## config.mk

```make
export PLATFORM = sky130hd
export DESIGN_NAME = spi_slave_rx_flat
export DESIGN_NICKNAME = d
export VERILOG_FILES = /design/src/rtl/spi_slave_rx_if.sv /design/src/rtl/spi_slave_rx.sv /design/src/flat_wrapper.sv
export SDC_FILE = /design/constraint.sdc
export NUM_CORES = 1
export LEC_CHECK = 0
export CAP_MARGIN = 20
export CELL_PAD_IN_SITES_DETAIL_PLACEMENT = 0
export CELL_PAD_IN_SITES_GLOBAL_PLACEMENT = 2
export CORE_ASPECT_RATIO = 1.25
export CORE_MARGIN = 2
export CORE_UTILIZATION = 32
export CTS_BUF_LIST = sky130_fd_sc_hd__clkbuf_2
export CTS_CLUSTER_DIAMETER = 120
export DETAILED_ROUTE_END_ITERATION = 7
export PLACE_DENSITY = 0.9
export SLEW_MARGIN = 15
export SYNTH_ARGS = -nofsm -noshare
export SYNTH_HDL_FRONTEND = slang
export SYNTH_SLANG_ARGS = --single-unit
```

## constraint.sdc

```tcl
create_clock -name clk -period 2 [get_ports clk]
set_clock_uncertainty 0.15 [all_clocks]
set_input_delay 0.4 -clock clk [delete_from_list [all_inputs] [get_ports clk]]
set_output_delay 0.4 -clock clk [all_outputs]
set_load 0.005 [all_outputs]
```

## src/rtl/spi_slave_rx_if.sv

```systemverilog
// spi_slave_rx_if: bundle of the SPI slave receiver's serial lines and its
// parallel word interface.
//   slave  modport: the receiver's view (serial lines and tx_data in,
//                   miso and received-word signals out)
//   master modport: the SPI master / host view (the mirror image)
// Signals:
//   sclk_in, ss_in, mosi : serial lines from the master (asynchronous)
//   miso                 : serial data back to the master
//   tx_data              : word returned on miso, captured at frame start
//   rx_data, rx_valid    : last received word and its one-cycle strobe
//   rx_err               : one-cycle strobe for a frame that ended short
//   busy                 : receiver is inside a selected frame
`timescale 1ns/1ps

interface spi_slave_rx_if #(
    parameter int WIDTH = 16
);
    logic             sclk_in;
    logic             ss_in;
    logic             mosi;
    logic             miso;
    logic [WIDTH-1:0] tx_data;
    logic [WIDTH-1:0] rx_data;
    logic             rx_valid;
    logic             rx_err;
    logic             busy;

    modport slave (
        input  sclk_in, ss_in, mosi, tx_data,
        output miso, rx_data, rx_valid, rx_err, busy
    );

    modport master (
        output sclk_in, ss_in, mosi, tx_data,
        input  miso, rx_data, rx_valid, rx_err, busy
    );
endinterface

```

## src/rtl/spi_slave_rx.sv

```systemverilog
// spi_slave_rx: SPI slave receiver. Oversamples SCLK/SS/MOSI with clk,
// rebuilds MSB-first WIDTH-bit words and strobes rx_valid once per word.
// A frame that ends with a partial word strobes rx_err instead.
//
// Ports:
//   clk  : system clock, at least 4x the SCLK frequency
//   rst  : synchronous active-high reset
//   bus  : spi_slave_rx_if.slave (serial lines, tx_data, rx_data,
//          rx_valid, rx_err, busy, miso)
//
// Build option: define SPI_SLAVE_TX_EN to compile in the MISO return path.
// Without it, miso is held at 0 and tx_data is ignored.
//
// All edge detection works on synchronized copies, so every reaction is
// three clk edges after the edge that first samples the input change.
`timescale 1ns/1ps

module spi_slave_rx #(
    parameter int WIDTH = 16
) (
    input  logic          clk,
    input  logic          rst,
    spi_slave_rx_if.slave bus
);

    localparam int             CW       = $clog2(WIDTH + 1);
    localparam logic [CW-1:0]  CNT_LAST = CW'(WIDTH);
    localparam logic [CW-1:0]  CNT_ONE  = CW'(1);

    typedef enum logic [1:0] {
        ST_DESEL_WAIT = 2'd0,
        ST_IDLE       = 2'd1,
        ST_ACTIVE     = 2'd2
    } state_t;

    // Synchronizer and history flops
    logic sclk_m_r, sclk_s_r, sclk_h_r;
    logic ss_m_r,   ss_s_r,   ss_h_r;
    logic mosi_m_r, mosi_s_r;

    // Edge strobes derived from the synchronized lines
    logic sclk_rise_s, sclk_fall_s, ss_fall_s, ss_rise_s;

    // FSM and receive datapath
    state_t           state_r, state_nxt_s;
    logic [WIDTH-1:0] shift_r, shift_nxt_s;
    logic [CW-1:0]    cnt_r, cnt_nxt_s, cnt_inc_s;
    logic [WIDTH-1:0] rx_data_r, rx_data_nxt_s;
    logic             rx_valid_r, rx_valid_nxt_s;
    logic             rx_err_r, rx_err_nxt_s;
    logic             busy_r;
    logic             miso_r, miso_nxt_s;

    // Bring the asynchronous SPI lines into the clk domain. SS resets to the
    // "selected" level so a frame already running at reset is not mistaken
    // for a fresh select once reset releases.
    always_ff @(posedge clk) begin
        if (rst) begin
            sclk_m_r <= 1'b0;
            sclk_s_r <= 1'b0;
            sclk_h_r <= 1'b0;
            ss_m_r   <= 1'b0;
            ss_s_r   <= 1'b0;
            ss_h_r   <= 1'b0;
            mosi_m_r <= 1'b0;
            mosi_s_r <= 1'b0;
        end else begin
            sclk_m_r <= bus.sclk_in;
            sclk_s_r <= sclk_m_r;
            sclk_h_r <= sclk_s_r;
            ss_m_r   <= bus.ss_in;
            ss_s_r   <= ss_m_r;
            ss_h_r   <= ss_s_r;
            mosi_m_r <= bus.mosi;
            mosi_s_r <= mosi_m_r;
        end
    end

    assign sclk_rise_s = sclk_s_r & ~sclk_h_r;
    assign sclk_fall_s = ~sclk_s_r & sclk_h_r;
    assign ss_fall_s   = ~ss_s_r & ss_h_r;
    assign ss_rise_s   = ss_s_r & ~ss_h_r;
    assign cnt_inc_s   = cnt_r + CNT_ONE;

    // FSM state register
    always_ff @(posedge clk) begin
        if (rst) begin
            state_r <= ST_DESEL_WAIT;
        end else begin
            state_r <= state_nxt_s;
        end
    end

    // FSM next-state decode
    always_comb begin
        state_nxt_s = state_r;
        case (state_r)
            ST_DESEL_WAIT: begin
                if (ss_s_r) begin
                    state_nxt_s = ST_IDLE;
                end else begin
                    state_nxt_s = ST_DESEL_WAIT;
                end
            end
            ST_IDLE: begin
                if (ss_fall_s) begin
                    state_nxt_s = ST_ACTIVE;
                end else begin
                    state_nxt_s = ST_IDLE;
                end
            end
            ST_ACTIVE: begin
                if (ss_rise_s) begin
                    state_nxt_s = ST_IDLE;
                end else begin
                    state_nxt_s = ST_ACTIVE;
                end
            end
            default: begin
                state_nxt_s = ST_DESEL_WAIT;
            end
        endcase
    end

    // FSM output decode: next values of the receive datapath and strobes
    always_comb begin
        shift_nxt_s    = shift_r;
        cnt_nxt_s      = cnt_r;
        rx_data_nxt_s  = rx_data_r;
        rx_valid_nxt_s = 1'b0;
        rx_err_nxt_s   = 1'b0;
        case (state_r)
            ST_IDLE: begin
                if (ss_fall_s) begin
                    shift_nxt_s = {WIDTH{1'b0}};
                    cnt_nxt_s   = {CW{1'b0}};
                end else begin
                    shift_nxt_s = shift_r;
                    cnt_nxt_s   = cnt_r;
                end
            end
            ST_ACTIVE: begin
                if (sclk_rise_s) begin
                    shift_nxt_s = {shift_r[WIDTH-2:0], mosi_s_r};
                    if (cnt_inc_s == CNT_LAST) begin
                        rx_data_nxt_s  = {shift_r[WIDTH-2:0], mosi_s_r};
                        rx_valid_nxt_s = 1'b1;
                        cnt_nxt_s      = {CW{1'b0}};
                    end else begin
                        cnt_nxt_s = cnt_inc_s;
                    end
                end else begin
                    shift_nxt_s = shift_r;
                end
                // Deselect is judged on the count after this cycle's bit, so a
                // bit that completes the word in the same cycle is not an error.
                if (ss_rise_s && (cnt_nxt_s != {CW{1'b0}})) begin
                    rx_err_nxt_s = 1'b1;
                end else begin
                    rx_err_nxt_s = 1'b0;
                end
            end
            default: begin
                rx_valid_nxt_s = 1'b0;
                rx_err_nxt_s   = 1'b0;
            end
        endcase
    end

`ifdef SPI_SLAVE_TX_EN
    logic [WIDTH-1:0] tx_shift_r, tx_shift_nxt_s;
    logic [CW-1:0]    tx_cnt_r, tx_cnt_nxt_s, tx_cnt_inc_s;

    assign tx_cnt_inc_s = tx_cnt_r + CNT_ONE;

    // MISO shifter next values: load at select, shift on SCLK fall, reload per word
    always_comb begin
        tx_shift_nxt_s = tx_shift_r;
        tx_cnt_nxt_s   = tx_cnt_r;
        case (state_r)
            ST_IDLE: begin
                if (ss_fall_s) begin
                    tx_shift_nxt_s = bus.tx_data;
                    tx_cnt_nxt_s   = {CW{1'b0}};
                end else begin
                    tx_shift_nxt_s = tx_shift_r;
                end
            end
            ST_ACTIVE: begin
                if (sclk_fall_s) begin
                    if (tx_cnt_inc_s == CNT_LAST) begin
                        tx_shift_nxt_s = bus.tx_data;
                        tx_cnt_nxt_s   = {CW{1'b0}};
                    end else begin
                        tx_shift_nxt_s = {tx_shift_r[WIDTH-2:0], 1'b0};
                        tx_cnt_nxt_s   = tx_cnt_inc_s;
                    end
                end else begin
                    tx_shift_nxt_s = tx_shift_r;
                end
            end
            default: begin
                tx_shift_nxt_s = tx_shift_r;
            end
        endcase
        if (state_nxt_s == ST_ACTIVE) begin
            miso_nxt_s = tx_shift_nxt_s[WIDTH-1];
        end else begin
            miso_nxt_s = 1'b0;
        end
    end

    // MISO shift register
    always_ff @(posedge clk) begin
        if (rst) begin
            tx_shift_r <= {WIDTH{1'b0}};
            tx_cnt_r   <= {CW{1'b0}};
        end else begin
            tx_shift_r <= tx_shift_nxt_s;
            tx_cnt_r   <= tx_cnt_nxt_s;
        end
    end
`else
    logic unused_tx_s;
    assign unused_tx_s = ^bus.tx_data ^ sclk_fall_s;
    assign miso_nxt_s  = 1'b0;
`endif

    // Receive datapath and registered outputs
    always_ff @(posedge clk) begin
        if (rst) begin
            shift_r    <= {WIDTH{1'b0}};
            cnt_r      <= {CW{1'b0}};
            rx_data_r  <= {WIDTH{1'b0}};
            rx_valid_r <= 1'b0;
            rx_err_r   <= 1'b0;
            busy_r     <= 1'b0;
            miso_r     <= 1'b0;
        end else begin
            shift_r    <= shift_nxt_s;
            cnt_r      <= cnt_nxt_s;
            rx_data_r  <= rx_data_nxt_s;
            rx_valid_r <= rx_valid_nxt_s;
            rx_err_r   <= rx_err_nxt_s;
            busy_r     <= (state_nxt_s == ST_ACTIVE);
            miso_r     <= miso_nxt_s;
        end
    end

    assign bus.rx_data  = rx_data_r;
    assign bus.rx_valid = rx_valid_r;
    assign bus.rx_err   = rx_err_r;
    assign bus.busy     = busy_r;
    assign bus.miso     = miso_r;

endmodule

```

## src/flat_wrapper.sv

```systemverilog
// flat-port wrapper written by rule: the top's interface ports become plain ports
module spi_slave_rx_flat 
#(
    parameter int WIDTH = 16
)
  (clk, rst, bus_sclk_in, bus_ss_in, bus_mosi, bus_tx_data, bus_miso, bus_rx_data, bus_rx_valid, bus_rx_err, bus_busy);
  spi_slave_rx_if #(.WIDTH(WIDTH)) bus_i ();
  input  logic clk;
  input  logic rst;
  input wire logic [$bits(bus_i.sclk_in)-1:0] bus_sclk_in;
  input wire logic [$bits(bus_i.ss_in)-1:0] bus_ss_in;
  input wire logic [$bits(bus_i.mosi)-1:0] bus_mosi;
  input wire logic [$bits(bus_i.tx_data)-1:0] bus_tx_data;
  output wire logic [$bits(bus_i.miso)-1:0] bus_miso;
  output wire logic [$bits(bus_i.rx_data)-1:0] bus_rx_data;
  output wire logic [$bits(bus_i.rx_valid)-1:0] bus_rx_valid;
  output wire logic [$bits(bus_i.rx_err)-1:0] bus_rx_err;
  output wire logic [$bits(bus_i.busy)-1:0] bus_busy;
  assign bus_i.sclk_in = bus_sclk_in;
  assign bus_i.ss_in = bus_ss_in;
  assign bus_i.mosi = bus_mosi;
  assign bus_i.tx_data = bus_tx_data;
  assign bus_miso = bus_i.miso;
  assign bus_rx_data = bus_i.rx_data;
  assign bus_rx_valid = bus_i.rx_valid;
  assign bus_rx_err = bus_i.rx_err;
  assign bus_busy = bus_i.busy;
  spi_slave_rx #(.WIDTH(WIDTH)) u_core (.clk(clk), .rst(rst), .bus(bus_i));
endmodule
```

==> flow_summary.yaml, run 1 <==
floorplanning:
  initial_core_util: 0.333
  ios: 41
  die_area_um2: 7160
  fp.dieH_um: 94.1
  fp-row-count: 32
  die_w_um: 76.1
  core_area_um2: 6250
placement:
  globalplace.congestion: 0.811
  pre_cts_slack_ns: 0.157
  portBuffers: 23
  dpl-instance-area_um2: 2420
  hpwl_mm: 2.76
worst_setup_path:
  critPathTopFamily: "buffers and inverters"
  critPathCaptureType: "output port"
  crit_fanout: 2
  critPathRequiredTime_ns: 1.45
  worst_path_max_delay_cell: "clkdlybuf4s50_1"
  cpPeakStageDelay_ns: 0.51
  arrival_ns: 1.33
  cp-start-kind: "flip-flop"
  critPathKind: "reg -> out"
  timing.critical_path.buf_inv: 1
  crit_path_cell_trace: "clkdlybuf4s50_1"
power_and_ir_drop:
  power.leakage_nw: 0.816
  p_clk_frac: 0.335
  finalPower_mw: 1.59
  p_per_area_nw_per_um2: 639
  p_int_mw: 1.24
  combPwrFrac: 0.042
  p_sw_uw: 358
  swShare: 0.225
  p_seq_frac: 0.623
  peakVddDrop_mv: 0.429
global_routing:
  grt_pass1_vias: 1569
  overflow: 0
  grt_usage: 0.130
  grt_pass1_wl_mm: 7.47
  grt_antenna_before_repair: 0
  grt_max_degree: 50
layout:
  mostFrequentLayoutCells: "49 x dfxtp_1, 23 x clkdlybuf4s50_1, 22 x a21oi_1"
  final_common_cell: "dfxtp_1"
  fin_area_um2: 2490
  nNetsFinal: 275
  register_area_um2: 981
  diodes: 0
  syn2layout_area_growth_pct: 20.1
  multi_input_area_um2: 992
  drive_gt1_frac: 0.108
  n_fill_cell: 668
yosys:
  yosysSeqAreaShare: 0.472
  synth_flop_cell: "dfxtp_1"
  synth_cells: 226
  syn_avg_cell_area_um2: 9.19
  synthesis.area_um2: 2080
  ys_seq_elements: 49
  synth_enable_flop_cells: 0
  synthArstFlopShare: 0
  synth_nets: 252
  synth_warnings: 0
  synth_cell_types: 40
drt:
  drt_iter0_drc: 98
  viasPerCell: 5.02
  wirelength_mm: 4.28
  wire_per_inst_um: 12.8
  drc_errors: 0
  ant_nets: 0
  first_pass_iters: 4
  dr_total_vias: 1681
clocking:
  htreeDepth: 2
  clkTransAtPathRegs_ns: 0.24
  cts_root_buffer: "clkbuf_2"
  ctsLongestPathBuffers: 2
  cts_tree: "yes"
  cts_resized: 0
  post_cts_buffers: 0
  holdBufCountCts: 0
  clock_sinks: 49
  cts_buffers: 5
  clk_latency_ns: 0.42
timing:
  final_hold_viol_count: 0
  layout_setup_ws_ns: 0.124
  fmax_mhz: 533
  finalSetupViolCount: 0
  min_period_over_period: 0.938
  rsz0062_at_grt: "no"
  slew_headroom: 0.646
  tightest_slew_ns: 0.519
  slew_viol_final: 0
  holdWs_ns: 0.310
  finalSetupTns_ns: 0
  finalCriticalPeriod_ns: 1.88
worst_hold_path:
  hp-class: "reg -> reg"
flow_run:
  cap_violations: 0
outcome:
  status: "finished clean"
==> state kept, by name (all words and copies together) (netlist names) <==
| signal | cells |
|---|---|
| u_core.mosi_s_r | 1 |
| u_core.bus.rx_data | 16 |
| u_core.mosi_m_r | 1 |
| u_core.ss_m_r | 1 |
| u_core.state_r | 2 |
| u_core.bus.rx_valid | 1 |
| u_core.sclk_h_r | 1 |
| u_core.sclk_m_r | 1 |
| u_core.sclk_s_r | 1 |
| u_core.ss_s_r | 1 |
| u_core.shift_r | 15 |
| u_core.cnt_r | 5 |
| u_core.bus.busy | 1 |
| u_core.bus.rx_err | 1 |
| u_core.ss_h_r | 1 |
==> synthesized netlist by cell type (2+ instances only) <==
cell type / count / share of area
a211oi_1: 3 / 0.011
a21oi_1: 22 / 0.053
a221oi_1: 2 / 0.0084
a22oi_1: 15 / 0.054
a31oi_1: 2 / 0.0060
and2_1: 2 / 0.0060
buf_2: 5 / 0.012
buf_4: 3 / 0.011
clkbuf_1: 6 / 0.011
clkbuf_2: 2 / 0.0048
dfxtp_1: 49 / 0.47
ha_1: 5 / 0.030
inv_1: 4 / 0.0072
mux2_2: 3 / 0.016
nand2_1: 4 / 0.0072
nand2b_1: 2 / 0.0060
nand3_1: 18 / 0.043
nand3b_1: 2 / 0.0072
nand4b_1: 4 / 0.017
nor2_1: 18 / 0.033
nor2b_1: 11 / 0.033
nor3_1: 3 / 0.0072
o21a_1: 2 / 0.0072
o21ai_0: 16 / 0.039
o21ai_1: 7 / 0.017
o22ai_1: 2 / 0.0060
==> routing by layer <==
| metal | vias up | track usage | wire length, µm |
|---|---|---|---|
| li1 | 862 | - | - |
| met1 | 773 | 0.172 | 2080 |
| met2 | 42 | 0.206 | 1960 |
| met3 | 4 | 0.0317 | 183 |
| met4 | 0 | 0.0500 | 57 |
| met5 | - | 0 | 0 |
==> power groups by stage <==
stage	Sequential (mW)	Clock, mW	Combinational (mW)
5_1_grt	0.995	0.601	0.0752
3_5_place_dp	1.01	0	0.0681
2_1_floorplan	1.01	0	0.0460
3_3_place_gp	1.01	0	0.0671
6_report	0.992	0.534	0.0673
4_1_cts	0.993	0.563	0.0684
==> cells by family after synthesis <==
family	count (synthesis)	share of synthesized area
compound gates	76	0.232
simple gates	70	0.186
flops	49	0.472
buf+inv	21	0.0512
fa+ha+maj	5	0.0301
mux	4	0.0271
other cells	1	0.00181
==> metrics by stage <==
stage                     utilization  cells
final                           0.399    335
after global routing            0.399    335
after CTS                       0.399    335
after detailed placement        0.388    327
after global placement          0.388    327
after floorplan                     -    226
==> cell type report <==
| cell class | instances | share of cell area |
|---|---|---|
| sequential | 49 | 0.393 |
| multi-input combinational | 156 | 0.398 |
| tap | 85 | 0.0426 |
| clock buffer | 6 | 0.0120 |
| clock inverter | 2 | 0.0156 |
| inverter | 4 | 0.00602 |
| timing repair buffer | 33 | 0.132 |
==> final timing paths <==
kind                                       from                              to  slack, ns  cells after the start
min reg2reg          u_core.sclk_m_r$_SDFF_PP0_      u_core.sclk_s_r$_SDFF_PP0_       0.31                      1
max reg2reg        u_core.state_r[0]$_SDFF_PP0_  u_core.shift_r[0]$_SDFFE_PP0P_       0.21                      7
max          u_core.bus.rx_data[6]$_SDFFE_PP0P_                  bus_rx_data[6]       0.12                      1
min                  u_core.sclk_m_r$_SDFF_PP0_      u_core.sclk_s_r$_SDFF_PP0_       0.31                      1
(Power assumes the default switching activity.)
==> inputs of run 2 (changes only) <==
--- a/config.mk
+++ b/config.mk
@@ -5,12 +5,13 @@
 export SDC_FILE = /design/constraint.sdc
 export NUM_CORES = 1
 export LEC_CHECK = 0
+export ABC_AREA = 1
 export CAP_MARGIN = 20
 export CELL_PAD_IN_SITES_DETAIL_PLACEMENT = 0
 export CELL_PAD_IN_SITES_GLOBAL_PLACEMENT = 2
 export CORE_ASPECT_RATIO = 1.25
 export CORE_MARGIN = 2
-export CORE_UTILIZATION = 32
+export CORE_UTILIZATION = 30
 export CTS_BUF_LIST = sky130_fd_sc_hd__clkbuf_2
 export CTS_CLUSTER_DIAMETER = 120
 export DETAILED_ROUTE_END_ITERATION = 7
==> flow_summary.yaml, run 2 <==
clocking:
  ctsLongestPathBuffers: 2
  htreeDepth: 2
  clkTransAtPathRegs_ns: 0.26
  cts_buffers: 5
  cts_root_buffer: "clkbuf_2"
  post_cts_buffers: 0
  holdBufCountCts: 0
  cts_resized: 0
  clk_latency_ns: 0.45
  clock_sinks: 49
  cts_tree: "yes"
layout:
  syn2layout_area_growth_pct: 19.5
  diodes: 0
  nNetsFinal: 295
  finalNonFillerCells: 357
  n_fill_cell: 718
  mostFrequentLayoutCells: "68 x nand2_1, 49 x dfxtp_1, 28 x nor2_1"
  final_common_cell: "nand2_1"
  drive_gt1_frac: 0.0889
  largest_reg_flops: 16
global_routing:
  met1_usage: 0.126
  grt_usage: 0.111
  grt_antenna_before_repair: 0
  grt-busiest-layer: "met2"
  grt_pass1_wl_mm: 6.47
  grt_util_met3: 0.0268
  grt_max_degree: 34
  use_met2: 0.196
  grt_pass1_vias: 1461
  overflow: 0
drt:
  wire_per_inst_um: 10.5
  wirelength_mm: 3.76
  dr_total_vias: 1587
  drt_iter0_drc: 60
  viasPerCell: 4.45
  ant_nets: 0
  first_pass_iters: 5
  drc_errors: 0
yosys:
  yosysTopAreaCell: "dfxtp_1"
  synthesis.area_um2: 1970
  synth_enable_flop_cells: 0
  synth_area_leaders: "dfxtp_1 50%, nand2_1 13%, a32oi_1 6.7%, nand3_1 6.1%, nor2_1 5.3%"
  synth_flop_cell: "dfxtp_1"
  synth-compound-area-share: 0.104
  synth_top_family_by_area: "simple AND/OR/NAND/NOR gates"
  yosysTopAreaCellShare: 0.499
  syn_avg_cell_area_um2: 8.06
  synth_fa_ha_area_frac: 0.0318
  synth_cells: 244
  synth_warnings: 0
  yosysSeqAreaShare: 0.499
  synthSimpleGateAreaFrac: 0.287
  yosys-top-cells-count: "68 x nand2_1, 49 x dfxtp_1, 28 x nor2_1"
  synth_nets: 270
  yosysMostFrequentCell: "nand2_1"
  synthArstFlopShare: 0
  synth-xor-area-share: 0
  ys_seq_elements: 49
  synthMuxAreaShare: 0
  synth_cell_types: 23
power_and_ir_drop:
  finalPower_mw: 1.50
  peakVddDrop_mv: 0.213
  power.leakage_nw: 0.990
  p_per_area_nw_per_um2: 638
worst_setup_path:
  cpPeakStageDelay_ns: 0.50
  crit_path_cell_trace: "clkdlybuf4s50_1"
  timing.critical_path.buf_inv: 1
  arrival_ns: 1.36
  critPathRequiredTime_ns: 1.45
  crit_fanout: 2
  critPathTopFamily: "buffers and inverters"
  worst_path_max_delay_cell: "clkdlybuf4s50_1"
  critPathKind: "reg -> out"
  critPathCaptureType: "output port"
  cp-start-kind: "flip-flop"
floorplanning:
  initial_core_util: 0.305
  die_area_um2: 7220
  fp-row-count: 33
  die_w_um: 76.4
  ios: 41
  fp.dieH_um: 94.5
  core_area_um2: 6440
timing:
  min_period_over_period: 0.953
  slew_viol_final: 0
  final_hold_viol_count: 0
  finalSetupViolCount: 0
  holdWs_ns: 0.269
  tightest_slew_ns: 0.508
  layout_setup_ws_ns: 0.0943
  finalCriticalPeriod_ns: 1.91
  fmax_mhz: 525
  rsz0062_at_grt: "no"
  finalSetupTns_ns: 0
  slew_headroom: 0.661
flow_run:
  cap_violations: 0
placement:
  hpwl_mm: 2.54
  dp_cells: 348
  globalplace.congestion: 0.706
  portBuffers: 23
  pre_cts_slack_ns: 0.185
worst_hold_path:
  hp-class: "reg -> reg"
outcome:
  status: "finished clean"
run 2: cell count changes in the layout (fill, tap and decap cells not counted), sizes merged, moves of 11 or more:
cell   delta
inv      +18
nor2b    -11
a22oi    -15
nand2    +67
nor2     +14
a21oi    -13
o21ai    -21
a32oi    +15
run 2: report_power, final:
| part | internal (mW) | switching [mW] |
|---|---|---|
| registers | 0.988 | 0.00417 |
| logic | 0.0263 | 0.0502 |
| clock network | 0.0886 | 0.342 |
| total | 1.10 | 0.396 |
run 2: worst register-to-register path: stages, from the launching register on:
cell	delay, ns
dfxtp_1	0.43
inv_1	0.08
ha_1	0.28
a21boi_4	0.18
nand2_1	0.30
a32oi_1	0.28
nor2_1	0.06
run 2: path summary, 6_finish.rpt:
check / to / start / cells past startpoint / slack, ns
worst max-delay path: bus_rx_data[15] / u_core.bus.rx_data[15]$_SDFFE_PP0P_ / 1 / 0.09
worst max register to register: u_core.shift_r[14]$_SDFFE_PP0P_ / u_core.state_r[0]$_SDFF_PP0_ / 6 / 0.17
worst min-delay path: u_core.ss_s_r$_SDFF_PP0_ / u_core.ss_m_r$_SDFF_PP0_ / 2 / 0.27
worst min register to register: u_core.ss_s_r$_SDFF_PP0_ / u_core.ss_m_r$_SDFF_PP0_ / 2 / 0.27
run 2: layout make-up:
type                    count  area (µm²)  area share
clock buffers               5        25.0      0.0106
clock inverters             3        21.3     0.00905
inverters                  21        78.8      0.0335
multi-input cells         163         847       0.360
flip-flops and latches     49         981       0.417
well taps                  87         109      0.0463
repair buffers             29         288       0.122
run 2: metrics by stage:
stage / util / cell area [µm²]
after CTS: 0.363 / 2340
final: 0.365 / 2350
after floorplan: - / 1970
after detailed placement: 0.356 / 2290
after global placement: 0.356 / 2290
after global routing: 0.365 / 2350
run 2: kinds of logic after synthesis:
kind of cell	Yosys count
other cells	1
buf+inv	33
simple gates	129
compound gates	27
fa+ha+maj	5
flops	49
run 2: metal layers:
layer	routed length [µm]	up-vias
li1	-	846
met1	1690	705
met2	1860	30
met3	149	6
met4	63	0
met5	0	-
==> inputs of run 3 (changes only) <==
--- a/config.mk
+++ b/config.mk
@@ -11,11 +11,11 @@
 export CELL_PAD_IN_SITES_GLOBAL_PLACEMENT = 2
 export CORE_ASPECT_RATIO = 1.25
 export CORE_MARGIN = 2
-export CORE_UTILIZATION = 30
-export CTS_BUF_LIST = sky130_fd_sc_hd__clkbuf_2
+export CORE_UTILIZATION = 29
 export CTS_CLUSTER_DIAMETER = 120
 export DETAILED_ROUTE_END_ITERATION = 7
-export PLACE_DENSITY = 0.9
+export PLACE_DENSITY = 0.87
+export SETUP_SLACK_MARGIN = 0.15
 export SLEW_MARGIN = 15
 export SYNTH_ARGS = -nofsm -noshare
 export SYNTH_HDL_FRONTEND = slang
==> flow_summary.yaml, run 3 (synthesis results as in run 2) <==
outcome:
  status: "finished clean"
timing:
  holdWs_ns: 0.255
  finalSetupTns_ns: 0
  slew_headroom: 0.667
  min_period_over_period: 0.861
  final_hold_viol_count: 0
  slew_viol_final: 0
  tightest_slew_ns: 0.498
  layout_setup_ws_ns: 0.277
  rsz0062_at_grt: "no"
  finalCriticalPeriod_ns: 1.72
  fmax_mhz: 580
  finalSetupViolCount: 0
worst_setup_path:
  critPathCaptureType: "output port"
  timing.critical_path.buf_inv: 1
  worst_path_max_delay_cell: "clkdlybuf4s50_1"
  cp-start-kind: "flip-flop"
  arrival_ns: 1.17
  crit_fanout: 2
  critPathRequiredTime_ns: 1.45
  critPathKind: "reg -> out"
  crit_path_cell_trace: "clkdlybuf4s50_1"
  cpPeakStageDelay_ns: 0.51
  critPathTopFamily: "buffers and inverters"
floorplanning:
  die_w_um: 77.6
  initial_core_util: 0.299
  ios: 41
  fp.dieH_um: 96.0
  die_area_um2: 7460
  core_area_um2: 6570
  fp-row-count: 33
global_routing:
  grt_antenna_before_repair: 0
  overflow: 0
  grt_pass1_wl_mm: 6.78
  grt_usage: 0.115
  grt_pass1_vias: 1514
  grt_max_degree: 34
power_and_ir_drop:
  p_per_area_nw_per_um2: 728
  peakVddDrop_mv: 0.283
  power.leakage_nw: 1.02
layout:
  register_area_um2: 982
  final_common_cell: "nand2_1"
  nNetsFinal: 298
  drive_gt1_frac: 0.114
  largest_reg_flops: 16
  diodes: 0
  n_fill_cell: 670
  mostFrequentLayoutCells: "67 x nand2_1, 48 x dfxtp_1, 28 x nor2_1"
  multi_input_area_um2: 863
  fin_area_um2: 2480
  syn2layout_area_growth_pct: 26.0
drt:
  dr_total_vias: 1601
  drc_errors: 0
  ant_nets: 0
  viasPerCell: 4.45
  drt_iter0_drc: 81
  wirelength_mm: 4.00
  wire_per_inst_um: 11.1
  first_pass_iters: 4
clocking:
  cts_tree: "yes"
  clock_sinks: 49
  cts_buffers: 5
  cts_root_buffer: "clkbuf_8"
  ctsLongestPathBuffers: 2
  holdBufCountCts: 0
  htreeDepth: 2
  clkTransAtPathRegs_ns: 0.09
  clk_latency_ns: 0.30
placement:
  pre_cts_slack_ns: 0.187
  portBuffers: 23
  globalplace.congestion: 0.750
  dpl-instance-area_um2: 2290
  hpwl_mm: 2.61
flow_run:
  cap_violations: 0
worst_hold_path:
  hp-class: "reg -> reg"
## run 3: stage by stage
step / power, mW / std cells / utilization
after global routing: 1.87 / 360 / 0.377
after CTS: 1.83 / 356 / 0.367
after floorplan: 1.06 / 244 / -
after global placement: 1.09 / 348 / 0.349
final: 1.80 / 360 / 0.377
after detailed placement: 1.09 / 348 / 0.349
## run 3: path summary, 6_finish.rpt
kind                                      startpoint                             endpoint  slack, ns  cells after the start
setup / recovery  u_core.bus.rx_data[0]$_SDFFE_PP0P_                       bus_rx_data[0]       0.28                      1
hold / removal            u_core.sclk_m_r$_SDFF_PP0_           u_core.sclk_s_r$_SDFF_PP0_       0.25                      2
setup reg to reg        u_core.cnt_r[1]$_SDFFE_PP0P_  u_core.bus.rx_data[12]$_SDFFE_PP0P_       0.29                      9
hold reg to reg           u_core.sclk_m_r$_SDFF_PP0_           u_core.sclk_s_r$_SDFF_PP0_       0.25                      2
## run 3: routing by layer
| layer | GRT usage | wire length [µm] |
|---|---|---|
| met5 | 0 | 0 |
| met4 | 0.0491 | 69 |
| met3 | 0.0338 | 130 |
| met2 | 0.205 | 1970 |
| met1 | 0.128 | 1830 |
## run 3: repair_timing
item	4_1_cts	5_1_grt
endpoints found under the setup margin	0	31
gates resized for setup	0	5
buffers inserted	0	3
## run 3: area by class of cell
cell class / count / area share
clock buffer: 6 / 0.0334
timing repair buffer: 32 / 0.130
sequential: 49 / 0.397
multi-input combinational: 163 / 0.349
clock inverter: 2 / 0.0152
inverter: 21 / 0.0318
tap: 87 / 0.0440
## run 3: power breakdown
part | switching (mW) | internal (mW) | total [mW]
clock network | 0.332 | 0.407 | 0.738
registers | 0.00418 | 0.983 | 0.987
logic | 0.0514 | 0.0266 | 0.0780
total | 0.387 | 1.42 | 1.80
